===== src/rtl/exh_harness_pkg.sv =====
// -----------------------------------------------------------------------------
// exh_harness_pkg
// Shared types and helpers for the exhaustive-stimulus / MISR harness.
//   harness_state_e : harness FSM states (IDLE/SETTLE/CAPTURE/DONE)
//   DEFAULT_POLY    : default MISR feedback polynomial (CRC-32)
//   DEFAULT_SEED    : default signature value loaded at run start
//   misr_step()     : one MISR update on a 32-bit container; callers keep the
//                     low 'width' bits of the result.
// -----------------------------------------------------------------------------
package exh_harness_pkg;

  typedef enum logic [1:0] {
    ST_IDLE    = 2'd0,
    ST_SETTLE  = 2'd1,
    ST_CAPTURE = 2'd2,
    ST_DONE    = 2'd3
  } harness_state_e;

  localparam logic [31:0] DEFAULT_POLY = 32'h04C1_1DB7;
  localparam logic [31:0] DEFAULT_SEED = 32'hFFFF_FFFF;

  // Shift left, fold the outgoing MSB (bit width-1) back through poly and mix
  // in the response word. Bits at and above 'width' are don't-care garbage
  // that the caller drops.
  function automatic logic [31:0] misr_step(input logic [31:0] sig,
                                            input logic [31:0] resp,
                                            input logic [31:0] poly,
                                            input int unsigned width);
    logic [31:0] msb_mask;
    logic        fb;
    msb_mask = 32'h1 << (width - 1);
    fb       = |(sig & msb_mask);
    return (sig << 1) ^ (fb ? poly : 32'h0) ^ resp;
  endfunction

endpackage


===== src/rtl/exh_stim_misr_collector_misr_reg.sv =====
// -----------------------------------------------------------------------------
// misr_reg
// SIG_W-bit multiple-input signature register.
//   clk, rst_n  : clock / asynchronous active-low reset (loads SEED)
//   load_seed   : synchronous load of SEED (has priority over step_en)
//   step_en     : apply one MISR step with 'resp'
//   resp        : response word, already zero-extended to SIG_W
//   sig         : current signature
// -----------------------------------------------------------------------------
module misr_reg
  import exh_harness_pkg::*;
#(
  parameter int          SIG_W = 32,
  parameter logic [31:0] POLY  = DEFAULT_POLY,
  parameter logic [31:0] SEED  = DEFAULT_SEED
) (
  input  logic             clk,
  input  logic             rst_n,
  input  logic             load_seed,
  input  logic             step_en,
  input  logic [SIG_W-1:0] resp,
  output logic [SIG_W-1:0] sig
);

  localparam logic [SIG_W-1:0] SEED_W = SEED[SIG_W-1:0];

  logic [31:0]      sig_w;
  logic [31:0]      resp_w;
  logic [31:0]      step_w;
  logic [SIG_W-1:0] sig_next;

  always_comb begin
    sig_w                = '0;
    sig_w[SIG_W-1:0]     = sig;
    resp_w               = '0;
    resp_w[SIG_W-1:0]    = resp;
    step_w               = misr_step(sig_w, resp_w, POLY, SIG_W);
    sig_next             = step_w[SIG_W-1:0];
  end

  always_ff @(posedge clk or negedge rst_n) begin
    if (!rst_n) begin
      sig <= SEED_W;
    end else if (load_seed) begin
      sig <= SEED_W;
    end else if (step_en) begin
      sig <= sig_next;
    end
  end

endmodule


===== src/rtl/exh_stim_misr_collector.sv =====
// -----------------------------------------------------------------------------
// exh_stim_misr_collector
// Drives a combinational netlist through all 2**N_IN input patterns, samples
// its outputs after SETTLE hold cycles per pattern and folds every response
// into a MISR. The final signature is offered on a valid/ready port.
//
// Ports:
//   clk, rst_n   : clock (rising edge) / asynchronous active-low reset
//   start_i      : start pulse, only looked at in IDLE
//   busy_o       : high in SETTLE, CAPTURE and DONE
//   stim_o       : current pattern for the netlist inputs (x0 = bit 0)
//   resp_i       : netlist outputs (f1 = bit 0)
//   pat_cnt_o    : patterns captured in this run
//   sig_valid_o  : signature available
//   sig_ready_i  : consumer accepts the signature
//   sig_o        : MISR signature
//   golden_i     : expected signature      (only with GOLDEN_CMP_EN)
//   match_o      : final signature==golden (only with GOLDEN_CMP_EN)
//
// Build option: define GOLDEN_CMP_EN to add golden_i/match_o and the
// comparator; without it those ports do not exist.
//
// Handshake: the signature transfers on a rising edge where sig_valid_o and
// sig_ready_i are both high. sig_valid_o is only raised in DONE and stays high
// with sig_o/pat_cnt_o frozen until that transfer; sig_ready_i is ignored in
// every other state.
// -----------------------------------------------------------------------------
module exh_stim_misr_collector
  import exh_harness_pkg::*;
#(
  parameter int          N_IN   = 2,
  parameter int          N_OUT  = 18,
  parameter int          SIG_W  = 32,
  parameter logic [31:0] POLY   = DEFAULT_POLY,
  parameter logic [31:0] SEED   = DEFAULT_SEED,
  parameter int          SETTLE = 1
) (
  input  logic             clk,
  input  logic             rst_n,
  input  logic             start_i,
  output logic             busy_o,
  output logic [N_IN-1:0]  stim_o,
  input  logic [N_OUT-1:0] resp_i,
  output logic [N_IN:0]    pat_cnt_o,
  output logic             sig_valid_o,
  input  logic             sig_ready_i,
  output logic [SIG_W-1:0] sig_o
`ifdef GOLDEN_CMP_EN
  ,
  input  logic [SIG_W-1:0] golden_i,
  output logic             match_o
`endif
);

  localparam logic [3:0]      SETTLE_CNT = 4'(SETTLE);
  localparam bit              NO_SETTLE  = (SETTLE == 0);
  localparam logic [N_IN-1:0] LAST_PAT   = '1;

  // After starting a pattern the FSM either waits out the hold time or, with
  // no hold configured, samples immediately.
  localparam harness_state_e PAT_ENTRY = NO_SETTLE ? ST_CAPTURE : ST_SETTLE;

  harness_state_e   state;
  logic [N_IN-1:0]  pattern;
  logic [3:0]       settle_cnt;
  logic [SIG_W-1:0] resp_ext;
  logic             load_seed;
  logic             step_en;
  logic             last_capture;

  always_comb begin
    resp_ext            = '0;
    resp_ext[N_OUT-1:0] = resp_i;
  end

  assign load_seed    = (state == ST_IDLE) && start_i;
  assign step_en      = (state == ST_CAPTURE);
  assign last_capture = step_en && (pattern == LAST_PAT);
  assign stim_o       = pattern;

  misr_reg #(
    .SIG_W (SIG_W),
    .POLY  (POLY),
    .SEED  (SEED)
  ) u_misr (
    .clk       (clk),
    .rst_n     (rst_n),
    .load_seed (load_seed),
    .step_en   (step_en),
    .resp      (resp_ext),
    .sig       (sig_o)
  );

  always_ff @(posedge clk or negedge rst_n) begin
    if (!rst_n) begin
      state       <= ST_IDLE;
      pattern     <= '0;
      settle_cnt  <= '0;
      pat_cnt_o   <= '0;
      busy_o      <= 1'b0;
      sig_valid_o <= 1'b0;
    end else begin
      case (state)
        ST_IDLE: begin
          if (start_i) begin
            pattern    <= '0;
            pat_cnt_o  <= '0;
            settle_cnt <= SETTLE_CNT;
            busy_o     <= 1'b1;
            state      <= PAT_ENTRY;
          end
        end
        ST_SETTLE: begin
          // settle_cnt counts the remaining hold cycles including this one.
          if (settle_cnt <= 4'd1) begin
            state <= ST_CAPTURE;
          end else begin
            settle_cnt <= settle_cnt - 4'd1;
          end
        end
        ST_CAPTURE: begin
          pat_cnt_o <= pat_cnt_o + 1'b1;
          // Terminal test happens before the increment so pattern never wraps.
          if (pattern == LAST_PAT) begin
            sig_valid_o <= 1'b1;
            state       <= ST_DONE;
          end else begin
            pattern    <= pattern + 1'b1;
            settle_cnt <= SETTLE_CNT;
            state      <= PAT_ENTRY;
          end
        end
        ST_DONE: begin
          if (sig_ready_i) begin
            sig_valid_o <= 1'b0;
            busy_o      <= 1'b0;
            state       <= ST_IDLE;
          end
        end
        default: begin
          state <= ST_IDLE;
        end
      endcase
    end
  end

`ifdef GOLDEN_CMP_EN
  // The compare uses the value the MISR is about to take on the final
  // capture edge, so match_o is valid in the same cycle as sig_valid_o.
  logic [31:0] cmp_sig_w;
  logic [31:0] cmp_resp_w;
  logic [31:0] cmp_next_w;
  logic        final_match;

  always_comb begin
    cmp_sig_w              = '0;
    cmp_sig_w[SIG_W-1:0]   = sig_o;
    cmp_resp_w             = '0;
    cmp_resp_w[SIG_W-1:0]  = resp_ext;
    cmp_next_w             = misr_step(cmp_sig_w, cmp_resp_w, POLY, SIG_W);
    final_match            = (cmp_next_w[SIG_W-1:0] == golden_i);
  end

  always_ff @(posedge clk or negedge rst_n) begin
    if (!rst_n) begin
      match_o <= 1'b0;
    end else if (load_seed) begin
      match_o <= 1'b0;
    end else if (last_capture) begin
      match_o <= final_match;
    end
  end
`else
  // Without the comparator the final-capture strobe has no consumer.
  logic unused_last_capture;
  assign unused_last_capture = last_capture;
`endif

endmodule


===== config.mk =====
export PLATFORM = sky130hd
export DESIGN_NAME = exh_stim_misr_collector
export DESIGN_NICKNAME = d
export VERILOG_FILES = /design/src/rtl/exh_harness_pkg.sv /design/src/rtl/exh_stim_misr_collector_misr_reg.sv /design/src/rtl/exh_stim_misr_collector.sv
export SDC_FILE = /design/constraint.sdc
export NUM_CORES = 1
export LEC_CHECK = 0
export BUFFER_PORTS_ARGS = -buffer_cell sky130_fd_sc_hd__buf_2
export CAP_MARGIN = 30
export CORE_ASPECT_RATIO = 0.7
export CORE_MARGIN = 4
export CORE_UTILIZATION = 45
export DETAILED_ROUTE_END_ITERATION = 10
export PLACE_DENSITY = 0.69
export SKIP_CTS_REPAIR_TIMING = 1
export SLEW_MARGIN = 20
export SYNTH_ARGS = -nofsm -noshare
export SYNTH_HDL_FRONTEND = slang
export SYNTH_HIERARCHICAL = 1
export SYNTH_SLANG_ARGS = --single-unit
export TNS_END_PERCENT = 10

===== constraint.sdc =====
create_clock -name clk -period 2.45 [get_ports clk]
set_input_delay 0.245 -clock clk [delete_from_list [all_inputs] [get_ports clk]]
set_output_delay 0.245 -clock clk [all_outputs]
set_load 0.02 [all_outputs]

==> impl_metrics.env, run 1 <==
export IMPL_post_synth_cell_area_avg_sq_um=11.6
export IMPL_ys_seq_area_frac=0.441
export IMPL_core_area_sq_um=5700
export IMPL_die_x_microns=99.6
export IMPL_worst_r2r_endpoint="u_misr/sig[2]"
export IMPL_grt_use_met2=0.234
export IMPL_grt_busiest_layer="met2"
export IMPL_placed_cells=370
export IMPL_die_y_microns=72.1
export IMPL_antennaDiodeCount=0
export IMPL_vias=1871
export IMPL_worst_r2r_setup_slack_ns=0.79
export IMPL_p_leak_uw=0.00155
export IMPL_cap_violations=0
export IMPL_cts_sinks=45
export IMPL_ys_seq_elements=45
export IMPL_synthFlopType="dfstp_2"
export IMPL_rr_worst_depth=2
export IMPL_synth_edf_count=0
export IMPL_dieArea_sq_um=7190
export IMPL_synth_top_area_frac=0.318
export IMPL_timing_rr_start="u_misr/sig[31]"
export IMPL_cts_htree_levels=2
export IMPL_path_clk_slew_ns=0.08
export IMPL_clockRootBuffer="clkbuf_8"
export IMPL_grt_pass1_vias=1837
export IMPL_clock_skew_ns=0.00724
export IMPL_finalHoldViolCount=0
export IMPL_io_pins=61
export IMPL_syn_area_sq_um=2640
export IMPL_rsz0062_at_grt="false"
export IMPL_synth_top_cell_by_area="dfstp_2"
export IMPL_clock_fmax_mhz=602
export IMPL_wirelength_microns=5270
export IMPL_holdWs_ns=0.0368
export IMPL_drt_iter0_drc=60
export IMPL_syn2layout_area_growth_pct=21.1
export IMPL_cp_end_kind="flop"
export IMPL_crit_path_start_kind="flop"
export IMPL_initial_utilization=0.464
export IMPL_vias_per_cell=4.95
export IMPL_use_met1=0.213
export IMPL_powerDensity_nw_per_um2=1420
export IMPL_hp_class="primary input to asynchronous set/reset pin"
export IMPL_met3_usage=0.0500
export IMPL_antenna_found_initial=0
export IMPL_yosys_warnings=6
export IMPL_route_detailed_drc=0
export IMPL_synthArstFlopShare=1.00
export IMPL_period_needed_ns=1.66
export IMPL_gp_congestion=0.726
export IMPL_cts_buffer_depth=2
export IMPL_crit_arrival_ns=1.89
export IMPL_finalSetupViolCount=0
export IMPL_grt_ovfl_total=0
export IMPL_timing_final_crit_share=0.678
export IMPL_drv_slew=0
export IMPL_cp_max_fo=16
export IMPL_worstPathRequired_ns=2.68
export IMPL_grt_max_degree=38
export IMPL_worstSetupPathType="flop to flop"
export IMPL_fin_cells=378
export IMPL_post_route_util=0.562
export IMPL_drt_pass1_iter_count=4
export IMPL_grt_use_total=0.153
export IMPL_final_antenna_net_count=0
export IMPL_status="finished clean"
export IMPL_grt_pass1_wl_microns=8710
export IMPL_cts_buffers=5
export IMPL_synth_cell_types=40
export IMPL_insertion_delay_ns=0.29
export IMPL_num_rows=23
export IMPL_fin_nets=328
export IMPL_io_buffer_count=60
export IMPL_tritoncts="done"
export IMPL_place_detailed_hpwl_microns=3830
export IMPL_slew_headroom=0.458
export IMPL_drive_gt1_frac=0.386
export IMPL_wl_per_cell_microns=13.9
export IMPL_final_area_sq_um=3200
export IMPL_synth_area_top_cells="dfstp_2 (32%), dfrtp_1 (12%), a211o_1 (11%)"
export IMPL_syn_inst=227
export IMPL_irDropWorstVdd_mv=0.578
export IMPL_setup_tns_final_ns=0
export IMPL_place_area_sq_um=3080
export IMPL_worst_pin_slew_ns=0.814
-- stage by stage --
stage	total power, uW	setup slack (ns)
after floorplan	3430	0.779
after global placement	3970	0.823
after detailed placement	4020	0.788
after CTS	4620	0.778
after global routing	4900	0.703
final	4560	0.788
-- layer usage --
layer | share of wire | wire length, microns
met3 | 0.061 | 323
met5 | 0 | 0
met2 | 0.44 | 2310
met1 | 0.50 | 2620
met4 | 0.0036 | 19
-- final cells by class --
cell class | instances | area [sq um]
clock inverters | 1 | 30.0
repair buffers | 70 | 375
multi-input cells | 174 | 1430
inverters | 6 | 22.5
clock buffers | 7 | 86.3
flip-flops and latches | 45 | 1170
fillers | 497 | 2500
well taps | 75 | 93.8
-- flip-flops by register name, summed over array words and instances (netlist names) --
name,cells
u_misr/sig,32
settle_cnt,4
pat_cnt_o,3
state,2
stim_o,2
busy_o,1
sig_valid_o,1
-- power by group --
group          switching [uW]  leakage [uW]  total [uW]  internal [uW]
Clock                     240     0.0000585         573            333
Sequential                300      0.000498        1540           1240
Combinational            1180      0.000991        2450           1270
Total                    1720       0.00155        4560           2840
-- cells in the final DEF (no fill, tap or decap), types with 2 or more instances in the layout --
cell type and instances:
a22oi_1 2, o21ai_1 6, ha_1 4, a21oi_1 4
buf_4 10, inv_2 2, conb_1 14, xor3_1 8
clkbuf_8 6, xor2_1 20, xor3_4 5, and2b_1 4
inv_1 4, nand2_1 8, nor3_1 2, nor2b_1 30
dfrtp_1 13, a211o_1 32, o21ai_0 6, buf_2 60
nor2_1 9, o211ai_1 4, dfstp_2 32
-- Yosys cell counts, types with 2 or more instances --
cell type / number
a211o_1: 32
xor2_1: 20
dfstp_2: 32
o21ai_1: 6
and2b_1: 4
clkbuf_1: 5
o21ai_0: 6
nand2_1: 8
nor2b_1: 30
xor3_4: 5
a22oi_1: 2
inv_1: 5
nor2_1: 9
ha_1: 4
buf_2: 8
xor3_1: 8
dfrtp_1: 13
nor3_1: 2
o211ai_1: 4
a21oi_1: 4
-- worst max-delay path, cell delays in order (launching register included) --
cell     delay (ns)
dfstp_2        0.74
xor3_4         0.55
a211o_1        0.31
-- worst max-delay path by stage --
stage	start	to	slack (ns)
2_1_floorplan	state[0]	u_misr/sig[1]	0.78
3_3_place_gp	u_misr/sig[31]	u_misr/sig[1]	0.82
3_5_place_dp	u_misr/sig[31]	u_misr/sig[22]	0.79
4_1_cts	u_misr/sig[31]	u_misr/sig[23]	0.78
5_1_grt	u_misr/sig[31]	u_misr/sig[23]	0.70
6_report	u_misr/sig[31]	u_misr/sig[2]	0.79
-- kinds of logic after synthesis --
logic type	Yosys count	share of synthesized area
AO/OA/AOI/OAI	60	0.173
buffers and inverters	21	0.0379
flip-flops	45	0.441
adder cells (fa/ha/maj)	4	0.0189
other	1	0.00142
AND/OR/NAND/NOR	63	0.137
XOR/XNOR	33	0.190
(Power assumes the default switching activity.)
==> inputs of run 2 (changes only) <==
==> constraint.sdc (replaced) <==
create_clock -name clk -period 1.6 [get_ports clk]
set_input_delay 0.16 -clock clk [delete_from_list [all_inputs] [get_ports clk]]
set_output_delay 0.16 -clock clk [all_outputs]
set_load 0.02 [all_outputs]
==> run 2 against run 1 <==
The run now ends with setup timing left; clock power grew 36%; first-iteration DRC count grew 110%; sequential power grew 53%; core utilization grew 0.37 points; via count grew 3.5%; largest power group unchanged.
==> impl_metrics.env, run 2 (synthesis gave the netlist of run 1 again) <==
export IMPL_status="finished, violations left"
export IMPL_violations="setup timing"
export IMPL_power_switching_share=0.386
export IMPL_net_switching_power_uw=2680
export IMPL_die_x_microns=99.6
export IMPL_clock_skew_ns=0.00430
export IMPL_powerDensity_nw_per_um2=2150
export IMPL_vias_per_cell=5.17
export IMPL_grt_pass1_vias=1865
export IMPL_antenna_found_initial=0
export IMPL_final_area_sq_um=3220
export IMPL_grt_max_degree=41
export IMPL_place_detailed_hpwl_microns=3870
export IMPL_cts_sinks=45
export IMPL_combPwrFrac=0.546
export IMPL_route_detailed_drc=0
export IMPL_timing_final_crit_share=1.02
export IMPL_final_antenna_net_count=0
export IMPL_drv_slew=0
export IMPL_initial_utilization=0.464
export IMPL_min_delay_start="sig_ready_i"
export IMPL_grt_ovfl_total=0
export IMPL_io_pins=61
export IMPL_finalHoldViolCount=0
export IMPL_fin_nets=325
export IMPL_die_y_microns=72.1
export IMPL_crit_path_start_kind="flop"
export IMPL_cp_max_fo=16
export IMPL_cp_end_kind="flop"
export IMPL_tritoncts="done"
export IMPL_p_int_uw=4250
export IMPL_reg_top3="u_misr/sig: 32 flops, settle_cnt: 4 flops, pat_cnt_o: 3 flops"
export IMPL_critPathLaunch="u_misr/sig[31]"
export IMPL_antennaDiodeCount=0
export IMPL_worstSetupPathType="flop to flop"
export IMPL_hp_class="primary input to flop"
export IMPL_top_register="u_misr/sig"
export IMPL_cts_htree_levels=2
export IMPL_largest_reg_flops=32
export IMPL_p_seq_frac=0.341
export IMPL_place_area_sq_um=3100
export IMPL_clockPowerShare=0.112
export IMPL_finalWorstSetupSlack_ns=-0.0298
export IMPL_irDropWorstVdd_mv=0.813
export IMPL_drt_iter0_drc=128
export IMPL_clock_fmax_mhz=614
export IMPL_clockRootBuffer="clkbuf_8"
export IMPL_drt_pass1_iter_count=4
export IMPL_period_needed_ns=1.63
export IMPL_grt_use_total=0.160
export IMPL_syn2layout_area_growth_pct=21.9
export IMPL_holdWs_ns=0.185
export IMPL_dieArea_sq_um=7190
export IMPL_io_buffer_count=60
export IMPL_cap_violations=0
export IMPL_rsz0062_at_grt="true"
export IMPL_wirelength_microns=5460
export IMPL_timing_rr_start="u_misr/sig[31]"
export IMPL_core_area_sq_um=5700
export IMPL_p_leak_uw=0.00154
export IMPL_worstPathRequired_ns=1.83
export IMPL_vias=1937
export IMPL_wl_per_cell_microns=14.6
export IMPL_multiInputGateArea_sq_um=1430
export IMPL_insertion_delay_ns=0.29
export IMPL_grt_pass1_wl_microns=9200
export IMPL_cts_buffer_depth=2
export IMPL_setup_tns_final_ns=-0.0652
export IMPL_crit_arrival_ns=1.86
export IMPL_cts_buffers=5
export IMPL_layout_commonest_cell="buf_2"
export IMPL_finalSetupViolCount=4
export IMPL_layout_common_cells="buf_2 (60), a211o_1 (32), dfstp_2 (31), nor2b_1 (30), xor2_1 (20)"
export IMPL_nFillCells=506
export IMPL_drive_gt1_frac=0.383
export IMPL_ff_latch_area_sq_um=1170
export IMPL_post_route_util=0.565
export IMPL_gp_congestion=0.757
export IMPL_num_rows=23
export IMPL_path_clk_slew_ns=0.09
==> run 2: layer usage <==
layer / wire [microns] / vias up / global-route usage
met2: 2410 / 57 / 0.243
met1: 2710 / 942 / 0.235
met4: 36 / 0 / 0.0318
met3: 309 / 4 / 0.0394
li1: - / 934 / -
met5: 0 / - / 0
==> run 2: worst max-delay path, cell delays in order (launching register included) <==
cell	delay [ns]
dfstp_4	0.74
xor3_4	0.52
a211o_1	0.31
==> run 2: power by group through the flow <==
stage	clock (uW)	sequential [uW]	combinational, uW
final	780	2360	3790
after global routing	847	2470	4130
after CTS	806	2370	3850
after detailed placement	0	2380	3840
after global placement	0	2360	3740
after floorplan	0	2820	2420
==> run 2: final cells by class <==
class                   count  share of cell area
multi-input cells         174               0.443
flip-flops and latches     45               0.363
repair buffers             67               0.126
clock buffers               7              0.0299
well taps                  75              0.0291
inverters                   6             0.00699
clock inverters             1             0.00155
==> run 2: metrics by stage <==
| step | power, uW | std cells | worst slack (ns) |
|---|---|---|---|
| CTS | 7020 | 374 | -0.103 |
| finish | 6930 | 375 | -0.0298 |
| global route | 7440 | 375 | -0.0601 |
| global placement | 6100 | 366 | -0.0451 |
| floorplan | 5250 | 240 | -0.0713 |
| detailed placement | 6220 | 366 | -0.0913 |
==> run 2: path summary, 6_finish.rpt <==
check                                       to  slack [ns]  cells after the start
worst min-delay path               sig_valid_o        0.19                      4
min in group asynchronous          sig_valid_o        0.35                      2
worst max-delay path            u_misr/sig[22]       -0.03                      2
max in group asynchronous       u_misr/sig[14]        0.66                      3
worst max register to register  u_misr/sig[22]       -0.03                      2
worst min register to register    pat_cnt_o[0]        0.52                      1
